$ cat src/rtl/csr_master_pkg.sv
// csr_master_pkg: shared enums for the CSR bus master.
// Op codes, response status codes and FSM states.
package csr_master_pkg;

  typedef enum logic [1:0] {
    OP_WR   = 2'b00,
    OP_RD   = 2'b01,
    OP_POLL = 2'b10,
    OP_RSVD = 2'b11
  } op_e;

  typedef enum logic [1:0] {
    ST_OK      = 2'b00,
    ST_TIMEOUT = 2'b01,
    ST_BADOP   = 2'b10
  } status_e;

  typedef enum logic [2:0] {
    S_IDLE,
    S_WR,
    S_RD,
    S_RD_WAIT,
    S_GAP,
    S_RSP
  } state_e;

endpackage

$ cat src/rtl/csr_bus_master.sv
// csr_bus_master: one-command-at-a-time initiator for a CSR map.
// Poll op, gap state and counters exist only with CSR_MASTER_POLL_EN.
module csr_bus_master
  import csr_master_pkg::*;
#(
  parameter int ADDR_W   = 8,
  parameter int DATA_W   = 32,
  parameter int POLL_MAX = 1024,
  parameter int POLL_GAP = 4
) (
  input  logic              reg_clk_i,
  input  logic              reg_rst_i,
  input  logic              cmd_valid_i,
  output logic              cmd_ready_o,
  input  logic [1:0]        cmd_op_i,
  input  logic [ADDR_W-1:0] cmd_addr_i,
  input  logic [DATA_W-1:0] cmd_data_i,
  input  logic [DATA_W-1:0] cmd_mask_i,
  output logic              rsp_valid_o,
  input  logic              rsp_ready_i,
  output logic [DATA_W-1:0] rsp_data_o,
  output logic [1:0]        rsp_status_o,
  output logic              busy_o,
  output logic              reg_wr_en_o,
  output logic              reg_rd_en_o,
  output logic [ADDR_W-1:0] reg_addr_o,
  output logic [DATA_W-1:0] reg_wr_data_o,
  input  logic [DATA_W-1:0] reg_rd_data_i
);

  state_e            state_q, state_d;
  status_e           status_q, status_d;
  logic [DATA_W-1:0] rdata_q, rdata_d;
  logic              cmd_ready_q, busy_q;
  logic              rsp_valid_q;
  logic              wr_en_q, rd_en_q;
  logic [ADDR_W-1:0] addr_q;
  logic [DATA_W-1:0] wdata_q;
  logic              accept;
  op_e               cmd_op;

  assign accept = cmd_valid_i & cmd_ready_q;
  assign cmd_op = op_e'(cmd_op_i);

`ifdef CSR_MASTER_POLL_EN
  localparam int CW = $clog2(POLL_MAX + 1);
  localparam int GW = (POLL_GAP > 1) ? $clog2(POLL_GAP) : 1;
  localparam logic [CW-1:0] CNT_MAX = CW'(POLL_MAX);
  localparam logic [GW-1:0] GAP_LAST =
    GW'((POLL_GAP > 0) ? POLL_GAP - 1 : 0);

  op_e               op_q;
  logic [DATA_W-1:0] mask_q;
  logic [CW-1:0]     cnt_q, cnt_d;
  logic [GW-1:0]     gap_q, gap_d;
  logic              match;

  // compare value is the latched write data
  assign match = ((reg_rd_data_i ^ wdata_q) & mask_q) == '0;
`else
  localparam int unused_poll_cfg = POLL_MAX + POLL_GAP;
  logic unused_mask;
  assign unused_mask = ^cmd_mask_i;
`endif

  // next-state, response data/status and poll counters
  always_comb begin
    state_d  = state_q;
    status_d = status_q;
    rdata_d  = rdata_q;
`ifdef CSR_MASTER_POLL_EN
    cnt_d    = cnt_q;
    gap_d    = gap_q;
`endif
    case (state_q)
      S_IDLE: begin
        if (accept) begin
          rdata_d  = '0;
          status_d = ST_OK;
`ifdef CSR_MASTER_POLL_EN
          cnt_d    = '0;
`endif
          case (cmd_op)
            OP_WR: state_d = S_WR;
            OP_RD: state_d = S_RD;
`ifdef CSR_MASTER_POLL_EN
            OP_POLL: state_d = S_RD;
`endif
            default: begin
              state_d  = S_RSP;
              status_d = ST_BADOP;
            end
          endcase
        end
      end
      S_WR: state_d = S_RSP;
      S_RD: begin
        state_d = S_RD_WAIT;
`ifdef CSR_MASTER_POLL_EN
        cnt_d   = cnt_q + 1'b1;
`endif
      end
      S_RD_WAIT: begin
        rdata_d = reg_rd_data_i;
        state_d = S_RSP;
`ifdef CSR_MASTER_POLL_EN
        if (op_q == OP_POLL && !match) begin
          if (cnt_q < CNT_MAX) begin
            gap_d   = '0;
            state_d = (POLL_GAP == 0) ? S_RD : S_GAP;
          end else begin
            status_d = ST_TIMEOUT;
          end
        end
`endif
      end
      S_GAP: begin
`ifdef CSR_MASTER_POLL_EN
        gap_d = gap_q + 1'b1;
        if (gap_q == GAP_LAST) state_d = S_RD;
`else
        state_d = S_IDLE;
`endif
      end
      S_RSP: if (rsp_ready_i) state_d = S_IDLE;
      default: state_d = S_IDLE;
    endcase
  end

  // state and registered outputs decoded from next state
  always_ff @(posedge reg_clk_i or posedge reg_rst_i) begin
    if (reg_rst_i) begin
      state_q     <= S_IDLE;
      status_q    <= ST_OK;
      rdata_q     <= '0;
      cmd_ready_q <= 1'b0;
      busy_q      <= 1'b0;
      rsp_valid_q <= 1'b0;
      wr_en_q     <= 1'b0;
      rd_en_q     <= 1'b0;
    end else begin
      state_q     <= state_d;
      status_q    <= status_d;
      rdata_q     <= rdata_d;
      cmd_ready_q <= (state_d == S_IDLE);
      busy_q      <= (state_d != S_IDLE);
      rsp_valid_q <= (state_d == S_RSP);
      wr_en_q     <= (state_d == S_WR);
      rd_en_q     <= (state_d == S_RD);
    end
  end

  // command fields captured at accept
  always_ff @(posedge reg_clk_i or posedge reg_rst_i) begin
    if (reg_rst_i) begin
      addr_q  <= '0;
      wdata_q <= '0;
    end else if (accept) begin
      addr_q  <= cmd_addr_i;
      wdata_q <= cmd_data_i;
    end
  end

`ifdef CSR_MASTER_POLL_EN
  // poll op, mask and counters
  always_ff @(posedge reg_clk_i or posedge reg_rst_i) begin
    if (reg_rst_i) begin
      op_q   <= OP_WR;
      mask_q <= '0;
      cnt_q  <= '0;
      gap_q  <= '0;
    end else begin
      cnt_q <= cnt_d;
      gap_q <= gap_d;
      if (accept) begin
        op_q   <= cmd_op;
        mask_q <= cmd_mask_i;
      end
    end
  end
`endif

  assign cmd_ready_o   = cmd_ready_q;
  assign busy_o        = busy_q;
  assign rsp_valid_o   = rsp_valid_q;
  assign rsp_data_o    = rdata_q;
  assign rsp_status_o  = status_q;
  assign reg_wr_en_o   = wr_en_q;
  assign reg_rd_en_o   = rd_en_q;
  assign reg_addr_o    = addr_q;
  assign reg_wr_data_o = wdata_q;

endmodule

$ cat config.mk
export PLATFORM = sky130hd
export DESIGN_NAME = csr_bus_master
export DESIGN_NICKNAME = d
export VERILOG_FILES = /design/src/rtl/csr_master_pkg.sv /design/src/rtl/csr_bus_master.sv
export SDC_FILE = /design/constraint.sdc
export NUM_CORES = 1
export LEC_CHECK = 0
export ABC_CLOCK_PERIOD_IN_PS = 2800
export BUFFER_PORTS_ARGS = -buffer_cell sky130_fd_sc_hd__buf_2
export CORE_MARGIN = 3
export CORE_UTILIZATION = 42
export DETAILED_ROUTE_END_ITERATION = 16
export GPL_TIMING_DRIVEN = 0
export MAX_ROUTING_LAYER = met4
export PLACE_DENSITY = 0.78
export SYNTH_ARGS = -nofsm -noshare
export SYNTH_HDL_FRONTEND = slang
export SYNTH_SLANG_ARGS = --single-unit
export TNS_END_PERCENT = 10
$ cat constraint.sdc
create_clock -name reg_clk_i -period 2.8 [get_ports reg_clk_i]
set_clock_uncertainty 0.15 [all_clocks]
set_input_delay 0.28 -clock reg_clk_i [delete_from_list [all_inputs] [get_ports reg_clk_i]]
set_output_delay 0.28 -clock reg_clk_i [all_outputs]
set_load 0.1 [all_outputs]
### Yosys cells after proc, flatten, opt, wreduce, memory -nomap -nowiden

Cells that the tools add are included.

* equal/unequal tests: 9
* muxes and demuxes: 7
* bitwise gates (word level): 1
* reduce and logical (&&, ||, !) cells: 9

Operators with widths (number)
* 32-bit case mux with 2 select lines: 1
* 32-bit 2-to-1 mux: 1
* 3-bit case mux with 4 select lines: 1
* 3-bit by 2-bit == test with 1-bit output (second input constant): 3
* 3-bit by 1-bit == test with 1-bit output (second input constant): 2
* 3-bit == test (second input constant): 2
* 3-bit logical NOT: 2
* 3-bit 2-to-1 mux: 2
* 3-bit case mux with 2 select lines: 1
* 2-bit AND reduction: 2
* 2-bit OR reduction: 2
* 3-bit nonzero test: 1
* 2-bit by 1-bit == test with 1-bit output (second input constant): 1
* 2-bit logical NOT: 1
* 2-bit 2-to-1 mux: 1
* 2-bit != test (second input constant): 1
* 2-bit nonzero test: 1
* 1-bit AND: 1

* register bits after elaboration: 82
* input bits: 110
* output and inout bits: 79
* logic and storage cells: 36

### Depth between registers and ports, before layout

Gate-level depths: netlist (run 1).

* word-level depth: 5
* mapped depth: 5
* mapped depth without buffers: 3

### Worst setup path after synthesis (run 1)

Ideal clock, no wire load.

* path kind: reg2reg
* start point: register cmd_ready_q (netlist: cmd_ready_o)
* end point: register status_q[1] (netlist: rsp_status_o[1])
* data arrival time: 1897 ps
* data required time: 2525 ps
* path slack: 627 ps
* cell stages (with the launch flop): 4
* buffers on the path: 0
* clock period less this slack: 2173 ps
* cell sequence: dfrtp_1 nand2_2 or4_4 mux2_4

* word-level cells in the longest chain between the ends: 2

Ends and longest elaborated chain
* start, declared: line csr_bus_master.sv:34 `logic cmd_ready_q, busy_q;`
* start signal, assigned: line csr_bus_master.sv:145 `cmd_ready_q <= (state_d == S_IDLE);`
* 1-bit AND: line csr_bus_master.sv:42 `assign accept = cmd_valid_i & cmd_ready_q;`
* 2-bit AND reduction (no line)
* end signal, assigned: line csr_bus_master.sv:143 `status_q <= status_d;`
* end, declared: line csr_bus_master.sv:32 `status_e status_q, status_d;`

No other way between the ends.
A chain may end at the register's enable or synchronous reset.

### Worst setup path after layout (run 1)

* start point: register state_q[1]
* end point: register wr_en_q (netlist: reg_wr_en_o)

* word-level cells in the longest chain between the ends: 4
* elaborated cells on any way between the ends: 10
* those cells by class: 5 x eq/ne; 3 x mux; 2 x reduce/logical

Ends and longest elaborated chain
* start, declared: line csr_bus_master.sv:31 `state_e state_q, state_d;`
* start signal, assigned: line csr_bus_master.sv:142 `state_q <= state_d;`
* 3-bit by 2-bit == test with 1-bit output / 3-bit by 1-bit == test with 1-bit output (equally long branches): line csr_bus_master.sv:75 `case (state_q)`
* 2-bit OR reduction (no line)
* 3-bit case mux with 4 select lines *: line csr_bus_master.sv:75
* 3-bit by 1-bit == test with 1-bit output *: line csr_bus_master.sv:148 `wr_en_q <= (state_d == S_WR);`
* end signal, assigned: line csr_bus_master.sv:148
* end, declared: line csr_bus_master.sv:36 `logic wr_en_q, rd_en_q;`

Mark *: on every way between the ends. The rest lies on a longest branch, timed or not.

==> results of run 1 <==
-- flip-flops by register name (all words and copies together) (netlist names) --
register / flops
reg_wr_data_o: 32
rsp_data_o: 32
reg_addr_o: 8
state_q: 3
busy_o: 1
cmd_ready_o: 1
reg_rd_en_o: 1
reg_wr_en_o: 1
rsp_status_o: 1
rsp_valid_o: 1
-- Yosys cell counts --
master     count
nand2_2        1
buf_2         10
buf_12         1
nor2_1         3
dfrtp_1       81
o21a_1         1
nand2_1        2
or4_4          1
conb_1         1
a21oi_1        1
nand4bb_1      1
o21ai_0        3
inv_1          2
a21o_1         1
buf_6          1
and2_1         1
a22o_1        32
o41ai_1        2
nand2b_1       1
mux2_2        40
buf_4          1
a31oi_1        1
nor3_1         2
mux2_4         1
-- worst min-delay path by stage --
stage	slack, ps	end	depth (start not counted)
3_3_place_gp	320	reg_wr_en_o$_DFF_PP0_	2
4_1_cts	0.5	reg_addr_o[3]$_DFFE_PP0N_	2
3_5_place_dp	40	rsp_data_o[5]$_DFFE_PP0P_	2
6_report	20	rsp_data_o[19]$_DFFE_PP0P_	2
2_1_floorplan	200	reg_wr_en_o$_DFF_PP0_	1
5_1_grt	1	rsp_data_o[17]$_DFFE_PP0P_	2
-- through the flow --
step | instances | hold slack [ps] | setup WS, ps | util
final | 471 | 19.65 | 869.7 | 0.6215
after global routing | 471 | 1.114 | 790.8 | 0.6215
after CTS | 470 | 0.4649 | 868.0 | 0.6200
after detailed placement | 443 | 39.64 | 1195 | 0.5718
after global placement | 442 | 324.9 | -544.3 | 0.5674
after floorplan | 191 | 200.5 | 289.9 | -
-- logic make-up after synthesis --
family	Yosys count
other	1
and+or+nand+nor	12
DFF	81
AOI/OAI and AO/OA	41
muxes	41
buffers and inverters	15
-- worst reg2reg max path: cells and delay by family, from the launching register on --
| family | cells | cell delay (ps) |
|---|---|---|
| flops | 1 | 380 |
| simple gates | 2 | 670 |
| buf+inv | 2 | 690 |
-- layout by cell type (no fill, tap or decap), types with 2 or more instances in the layout --
| cell type | netlist | routed |
|---|---|---|
| o21ai_0 | 3 | 3 |
| o41ai_1 | 2 | 2 |
| clkbuf_8 | 0 | 10 |
| dfrtp_1 | 81 | 81 |
| dlygate4sd3_1 | 0 | 12 |
| nor3_1 | 2 | 2 |
| clkbuf_1 | 0 | 2 |
| mux2_2 | 40 | 40 |
| nor2_1 | 3 | 3 |
| a22o_1 | 32 | 32 |
| bufinv_16 | 0 | 2 |
| buf_2 | 10 | 165 |
| nand2_1 | 2 | 2 |
-- area by class of cell --
type                       count  area (sq um)
fill                         537          2600
sequential                    81          2027
buffer                        13         88.84
inverter                       2         10.01
clock buffer                  12         145.1
tap                           96         120.1
clock inverter                 4         76.32
multi-input combinational     95         878.3
timing repair buffer         168         923.4
-- layer usage --
metal | part of all wire | vias up
met5 | 0 | -
met4 | 0.014 | 0
met3 | 0.077 | 9
met2 | 0.49 | 104
met1 | 0.42 | 1095
li1 | - | 1052
==> flow_metrics.env, run 1 <==
export IMPL_status="complete, no violations"
export IMPL_required_ps=2930
export IMPL_synth_top_family_by_area="multiplexers"
export IMPL_worstSetupStartpoint="state_q[1]$_DFF_PP0_"
export IMPL_clk_pin_slew_ps=80
export IMPL_critPathMaxStageDelay_ps=560
export IMPL_drive_gt1_frac=0.6053
export IMPL_grt_max_degree=74
export IMPL_dieArea_sq_um=8197
export IMPL_cts_setup_buffers=0
export IMPL_ant_nets=0
export IMPL_routed_via_density=4.798
export IMPL_grt_pass1_wl_microns=11250
export IMPL_clock_fmax_ghz=0.5181
export IMPL_path_class="reg2reg"
export IMPL_diodes=0
export IMPL_final_nets=480
export IMPL_postSynthAreaPerCell_sq_um=15.72
export IMPL_rsz0062_at_grt="false"
export IMPL_finalCritPeriodShare=0.6894
export IMPL_synth_area_sq_um=3002
export IMPL_synth_top_cell_area_share=0.6753
export IMPL_grt_overflow=0
export IMPL_top_usage_layer="met2"
export IMPL_rows=30
export IMPL_ctsResizeCount=0
export IMPL_hold_path_startpoint="reg_rd_data_i[19]"
export IMPL_cts_sinks=81
export IMPL_die_y_microns=90.54
export IMPL_h_tree_depth=3
export IMPL_critPathCapture="reg_wr_en_o$_DFF_PP0_"
export IMPL_first_pass_iters=4
export IMPL_coreArea_sq_um=6869
export IMPL_crit_family="buffers and inverters"
export IMPL_gr_usage_met3=0.04667
export IMPL_rr_worst_depth=4
export IMPL_synthAdderAreaFrac=0
export IMPL_finalHoldViolations=0
export IMPL_dpl_hpwl_microns=4951
export IMPL_place_congestion=0.7595
export IMPL_synth_distinct_cells=24
export IMPL_wl_microns=6819
export IMPL_area_delta_synth_final_pct=42.23
export IMPL_synth_compound_area_frac=0.1130
export IMPL_r2r_start="state_q[1]$_DFF_PP0_"
export IMPL_setup_viol=0
export IMPL_ios=189
export IMPL_path_cells="buf_6 > or4_4 > nor3_1 > dlygate4sd3_1"
export IMPL_yosys_area_top_type="dfrtp_1"
export IMPL_synth_simple_gate_area_frac=0.02334
export IMPL_maxSlewViolCount=0
export IMPL_drc=0
export IMPL_cp_end_kind="register"
export IMPL_hold_path_class="in2reg"
export IMPL_rrSetupSlack_ps=870
export IMPL_synthXorXnorAreaFrac=0
export IMPL_gr_usage_met1=0.2075
export IMPL_track_usage=0.1759
export IMPL_cts_buffers=9
export IMPL_timing_rr_end="reg_wr_en_o$_DFF_PP0_"
export IMPL_arrival_ps=2060
export IMPL_clkLatencyLatePin_ps=330
export IMPL_met2_usage=0.2866
export IMPL_syn_num_nets=301
export IMPL_startpoint_type="register"
export IMPL_ys_seq_area_frac=0.6753
export IMPL_initial_utilization=0.4370
export IMPL_drtIter0Drc=68
export IMPL_crit_path_max_fanout=9
export IMPL_final_min_clock_period_ps=1930
export IMPL_synthCells=191
export IMPL_routedWlPerCell_microns=14.48
export IMPL_ys_seq_elements=81
export IMPL_synth_top_cells_by_area="dfrtp_1, mux2_2, a22o_1"
export IMPL_cts_tree="yes"
export IMPL_root_buffer="clkbuf_8"
export IMPL_postCtsHoldBufs=11
export IMPL_muxShareOfSynthArea=0.1551
export IMPL_tns_ps=0
export IMPL_die_w_microns=90.54
export IMPL_path_buf_inv=2
export IMPL_clockBufferDepth=2
export IMPL_drv_cap=0
export IMPL_slowest_stage="dlygate4sd3_1"
export IMPL_finish_instance_area_sq_um=4269
export IMPL_place_area_sq_um=3928
export IMPL_yosysWarnings=0
export IMPL_vias=2260
export IMPL_first_global_vias=2380
export IMPL_antenna_found_initial=0
export IMPL_crit_cells=4
export IMPL_io_buffers=155
Power of run 1 is left out: the tool's default activity adds up to more than one toggle a clock period on the data nets, which glitch-free logic cannot reach.
==> run 2, diff against run 1 <==
Settings changed: ABC_CLOCK_PERIOD_IN_PS 2800 to 1800.
Clock period 2.8 ns to 1.8 ns, I/O delays scaled along.
==> run 2 against run 1 <==
Effect of this change: critical path depth grew 1; worst setup slack got worse by 700 ps; sequential share of layout area is 6.0 points lower; core utilization is 9.0 points higher; design area grew 14%; count of clock-buffer cells in the layout shrank 3; sequential cell count unchanged; global-route usage grew 5.5 points; hold slack gained 81 ps; via count up 15%; cell count grew 14%; critical path type unchanged.
==> flow_metrics.env, run 2 (synthesized netlist as in run 1, its figures left out) <==
export IMPL_cp_end_kind="register"
export IMPL_critPathCapture="rsp_data_o[11]$_DFFE_PP0P_"
export IMPL_rrSetupSlack_ps=170
export IMPL_drc=0
export IMPL_coreArea_sq_um=6869
export IMPL_clock_fmax_ghz=0.6121
export IMPL_routedWlPerCell_microns=16.38
export IMPL_cts_sinks=81
export IMPL_critPathMaxStageDelay_ps=380
export IMPL_finalCritPeriodShare=0.9077
export IMPL_die_y_microns=90.54
export IMPL_rows=30
export IMPL_cts_buffers=9
export IMPL_initial_utilization=0.4370
export IMPL_io_buffers=155
export IMPL_place_area_sq_um=3941
export IMPL_dieArea_sq_um=8197
export IMPL_startpoint_type="register"
export IMPL_ant_nets=0
export IMPL_final_nets=544
export IMPL_required_ps=1870
export IMPL_worstSetupStartpoint="state_q[1]$_DFF_PP0_"
export IMPL_antenna_found_initial=0
export IMPL_status="complete, no violations"
export IMPL_final_common_cell="buf_2"
export IMPL_path_buf_inv=2
export IMPL_finish_instance_area_sq_um=4886
export IMPL_drtIter0Drc=56
export IMPL_rr_worst_depth=5
export IMPL_path_cells="buf_6 > nand4bb_1 > a21o_1 > buf_2 > a22o_1"
export IMPL_crit_family="compound AO/OA/AOI/OAI gates"
export IMPL_cts_setup_buffers=0
export IMPL_drive_gt1_frac=0.5239
export IMPL_die_w_microns=90.54
export IMPL_vias=2596
export IMPL_grt_max_degree=39
export IMPL_h_tree_depth=3
export IMPL_drv_cap=0
export IMPL_cts_tree="yes"
export IMPL_timing_rr_end="rsp_data_o[11]$_DFFE_PP0P_"
export IMPL_first_pass_iters=4
export IMPL_area_delta_synth_final_pct=62.78
export IMPL_routed_via_density=4.852
export IMPL_path_class="reg2reg"
export IMPL_hold_path_class="in2reg"
export IMPL_dp_slack_ps=182.5
export IMPL_diodes=0
export IMPL_mostFrequentLayoutCells="buf_2, dfrtp_1, dlygate4sd3_1"
export IMPL_r2r_start="state_q[1]$_DFF_PP0_"
export IMPL_worst_pin_slew_ps=514.6
export IMPL_first_global_vias=2963
export IMPL_place_congestion=0.7514
export IMPL_clockBufferDepth=2
export IMPL_maxSlewViolCount=0
export IMPL_slew_headroom=0.6593
export IMPL_clkLatencyLatePin_ps=340
export IMPL_track_usage=0.2305
export IMPL_grt_pass1_wl_microns=14540
export IMPL_dpl_hpwl_microns=5190
export IMPL_setup_viol=0
export IMPL_final_min_clock_period_ps=1634
export IMPL_ios=189
export IMPL_grt_overflow=0
export IMPL_finalHoldViolations=0
export IMPL_rsz0062_at_grt="false"
export IMPL_arrival_ps=1700
export IMPL_wl_microns=8764
export IMPL_fin_ws_ps=166.2
export IMPL_crit_path_max_fanout=10
export IMPL_clk_pin_slew_ps=90
export IMPL_slowest_stage="dfrtp_1"
export IMPL_root_buffer="clkbuf_8"
export IMPL_crit_cells=5
==> run 2: metal layers <==
layer,global-route usage,part of all wire
met1,0.2562,0.39
met4,0.08929,0.024
met3,0.05750,0.071
met2,0.3984,0.51
met5,-,0
==> run 2: cell type report <==
cell class / instances / area [sq um]
sequential: 81 / 2027
fill: 443 / 1983
timing repair buffer: 232 / 1567
multi-input combinational: 95 / 878.3
clock buffer: 9 / 123.9
tap: 96 / 120.1
buffer: 13 / 88.84
clock inverter: 7 / 70.07
inverter: 2 / 11.26
==> run 2: metrics by stage <==
stage               utilization  hold WS, ps  cells  TNS, ps
floorplan                     -        100.5    191    -8570
global placement         0.5679        228.4    442        0
detailed placement       0.5738       -8.034    444        0
CTS                      0.7113        62.51    535        0
global route             0.7113        138.9    535        0
finish                   0.7113        100.4    535        0
==> run 2: repair_timing <==
action                    4_1_cts  5_1_grt
hold endpoints to repair      119        0
hold buffers                   75        0
gates resized for setup         0        0
==> run 2: worst min-delay path by stage <==
stage / endpoint / from / cells past startpoint / slack, ps
after floorplan: reg_wr_en_o$_DFF_PP0_ / cmd_op_i[1] / 1 / 100
after global placement: reg_wr_en_o$_DFF_PP0_ / cmd_op_i[0] / 2 / 230
after detailed placement: reg_wr_data_o[0]$_DFFE_PP0N_ / reg_rst_i / 2 / -8
after CTS: state_q[2]$_DFF_PP0_ / rsp_ready_i / 4 / 60
after global routing: rsp_valid_o$_DFF_PP0_ / rsp_ready_i / 4 / 140
final: state_q[2]$_DFF_PP0_ / rsp_ready_i / 4 / 100
==> run 2: tightest hold or removal path: cells and delay by family <==
kind	cells	cell delay (ps)
AND/OR/NAND/NOR	1	150
AO/OA/AOI/OAI	2	160
buffers and inverters	1	70
Power of run 2 is left out for the same reason.
==> run 3, diff against run 2 <==
Settings changed: BUFFER_PORTS_ARGS -buffer_cell sky130_fd_sc_hd__buf_2 to not set, CORE_UTILIZATION 42 to 45, DONT_BUFFER_PORTS set to 1, PLACE_DENSITY 0.78 to 0.59.
==> run 3 against run 2 <==
Effect of this change: the flow now finishes with violations (setup timing); register-to-register slack worse by 180 ps; fmax is 9.8% lower; wire length is 15% lower; critical path depth is 2 lower; design area is 15% lower; cell count is 32% lower; critical endpoint is now rsp_status_o[1]$_DFFE_PP0P_.
==> flow_metrics.env, run 3 (synthesized netlist as in run 1, its figures left out) <==
export IMPL_drtIter0Drc=60
export IMPL_finalNonFillerCells=366
export IMPL_first_pass_iters=4
export IMPL_clkLatencyLatePin_ps=330
export IMPL_grt_max_degree=47
export IMPL_hold_path_class="in2reg"
export IMPL_ant_nets=0
export IMPL_finalCritPeriodShare=1.006
export IMPL_violations="setup timing"
export IMPL_finalHoldViolations=0
export IMPL_slew_headroom=0.3730
export IMPL_track_usage=0.1989
export IMPL_cts_tree="yes"
export IMPL_die_y_microns=87.67
export IMPL_coreArea_sq_um=6422
export IMPL_antenna_found_initial=0
export IMPL_cp_end_kind="register"
export IMPL_arrival_ps=1890
export IMPL_clock_fmax_ghz=0.5521
export IMPL_dr_wl_met3_microns=604
export IMPL_dieArea_sq_um=7686
export IMPL_ios=189
export IMPL_drive_gt1_frac=0.2734
export IMPL_numPlacedInstances=269
export IMPL_cts_sinks=81
export IMPL_critPathMaxStageDelay_ps=650
export IMPL_place_congestion=0.7518
export IMPL_status="complete, but fails checks"
export IMPL_fin_ws_ps=-11.34
export IMPL_vias=2024
export IMPL_final_common_cell="dfrtp_1"
export IMPL_path_cells="nand2_4 > or4_4 > mux2_4"
export IMPL_drv_cap=0
export IMPL_fin_util=0.6441
export IMPL_grt_overflow=0
export IMPL_io_buffers=0
export IMPL_area_delta_synth_final_pct=37.81
export IMPL_grt_pass1_wl_microns=11270
export IMPL_initial_utilization=0.4674
export IMPL_mostFrequentLayoutCells="dfrtp_1, dlygate4sd3_1, mux2_2"
export IMPL_first_global_vias=2249
export IMPL_wl_microns=7408
export IMPL_final_nets=394
export IMPL_required_ps=1880
export IMPL_path_class="reg2reg"
export IMPL_die_w_microns=87.67
export IMPL_startpoint_type="register"
export IMPL_cts_buffers=9
export IMPL_h_tree_depth=3
export IMPL_diodes=0
export IMPL_clockBufferDepth=2
export IMPL_tns_ps=-11.34
export IMPL_routedWlPerCell_microns=20.24
export IMPL_maxSlewViolCount=0
export IMPL_final_min_clock_period_ps=1811
export IMPL_routed_via_density=5.530
export IMPL_worst_pin_slew_ps=940.5
export IMPL_rsz0062_at_grt="true"
export IMPL_drt_met1_wl_microns=2771
export IMPL_dpl_hpwl_microns=4592
export IMPL_setup_viol=1
export IMPL_dr_wl_met2_microns=3944
export IMPL_drc=0
export IMPL_rows=29
export IMPL_root_buffer="clkbuf_8"
export IMPL_crit_path_max_fanout=4
export IMPL_slowest_stage="dfrtp_4"
export IMPL_dr_max_layer_used="met4"
export IMPL_clk_pin_slew_ps=80
export IMPL_holdWs_ps=94.99
==> run 3: cell types whose count changed in the layout (fill, tap and decap cells not counted) <==
cell,delta
buf_2,-156
buf_4,+4
dlygate4sd3_1,+2
buf_12,-1
clkbuf_4,+1
clkbuf_8,+1
clkinv_2,-1
dfrtp_1,-1
dfrtp_4,+1
nand2_2,-1
nand2_4,+1
==> run 3: per-stage QoR <==
step	area, sq um	setup slack [ps]
floorplan	3005	-372.5
global placement	3102	-544.0
detailed placement	3122	-556.9
CTS	4111	5.218
global route	4136	-42.65
finish	4136	-11.34
==> run 3: worst max-delay path: cells and delay by family (launching register included) <==
family	cells	cell delay, ps
DFF	1	650
muxes	1	320
and+or+nand+nor	2	590
==> run 3: metal layers <==
layer  up-vias  track usage
li1        884            -
met1      1015       0.2153
met2       115       0.3541
met3        10      0.05080
met4         0      0.06555
met5         -            -
==> run 3: repair_timing <==
item                       4_1_cts  5_1_grt
setup buffers                    1        3
hold endpoints to repair       114        0
setup endpoints to repair       77        1
gates resized for setup          3        1
pin swaps                        1        2
hold buffers                    77        0
==> run 3: final timing paths <==
kind	cells after the start	from	slack [ps]	endpoint
max	3	cmd_ready_o$_DFF_PP0_	-10	rsp_status_o[1]$_DFFE_PP0P_
min	3	cmd_valid_i	90	cmd_ready_o$_DFF_PP0_
max reg2reg	3	cmd_ready_o$_DFF_PP0_	-10	rsp_status_o[1]$_DFFE_PP0P_
min reg2reg	1	state_q[0]$_DFF_PP0_	350	state_q[1]$_DFF_PP0_
max in group asynchronous	3	reg_rst_i	510	cmd_ready_o$_DFF_PP0_
min in group asynchronous	2	reg_rst_i	300	reg_wr_data_o[30]$_DFFE_PP0N_
==> run 3: area by class of cell <==
class	instances	area [sq um]
buffer	13	91.34
clock buffer	10	137.6
clock inverter	6	65.06
fill	468	2286
inverter	2	11.26
multi-input combinational	95	883.3
sequential	81	2031
tap	77	96.34
timing repair buffer	82	820.8
Power of run 3 is left out for the same reason.
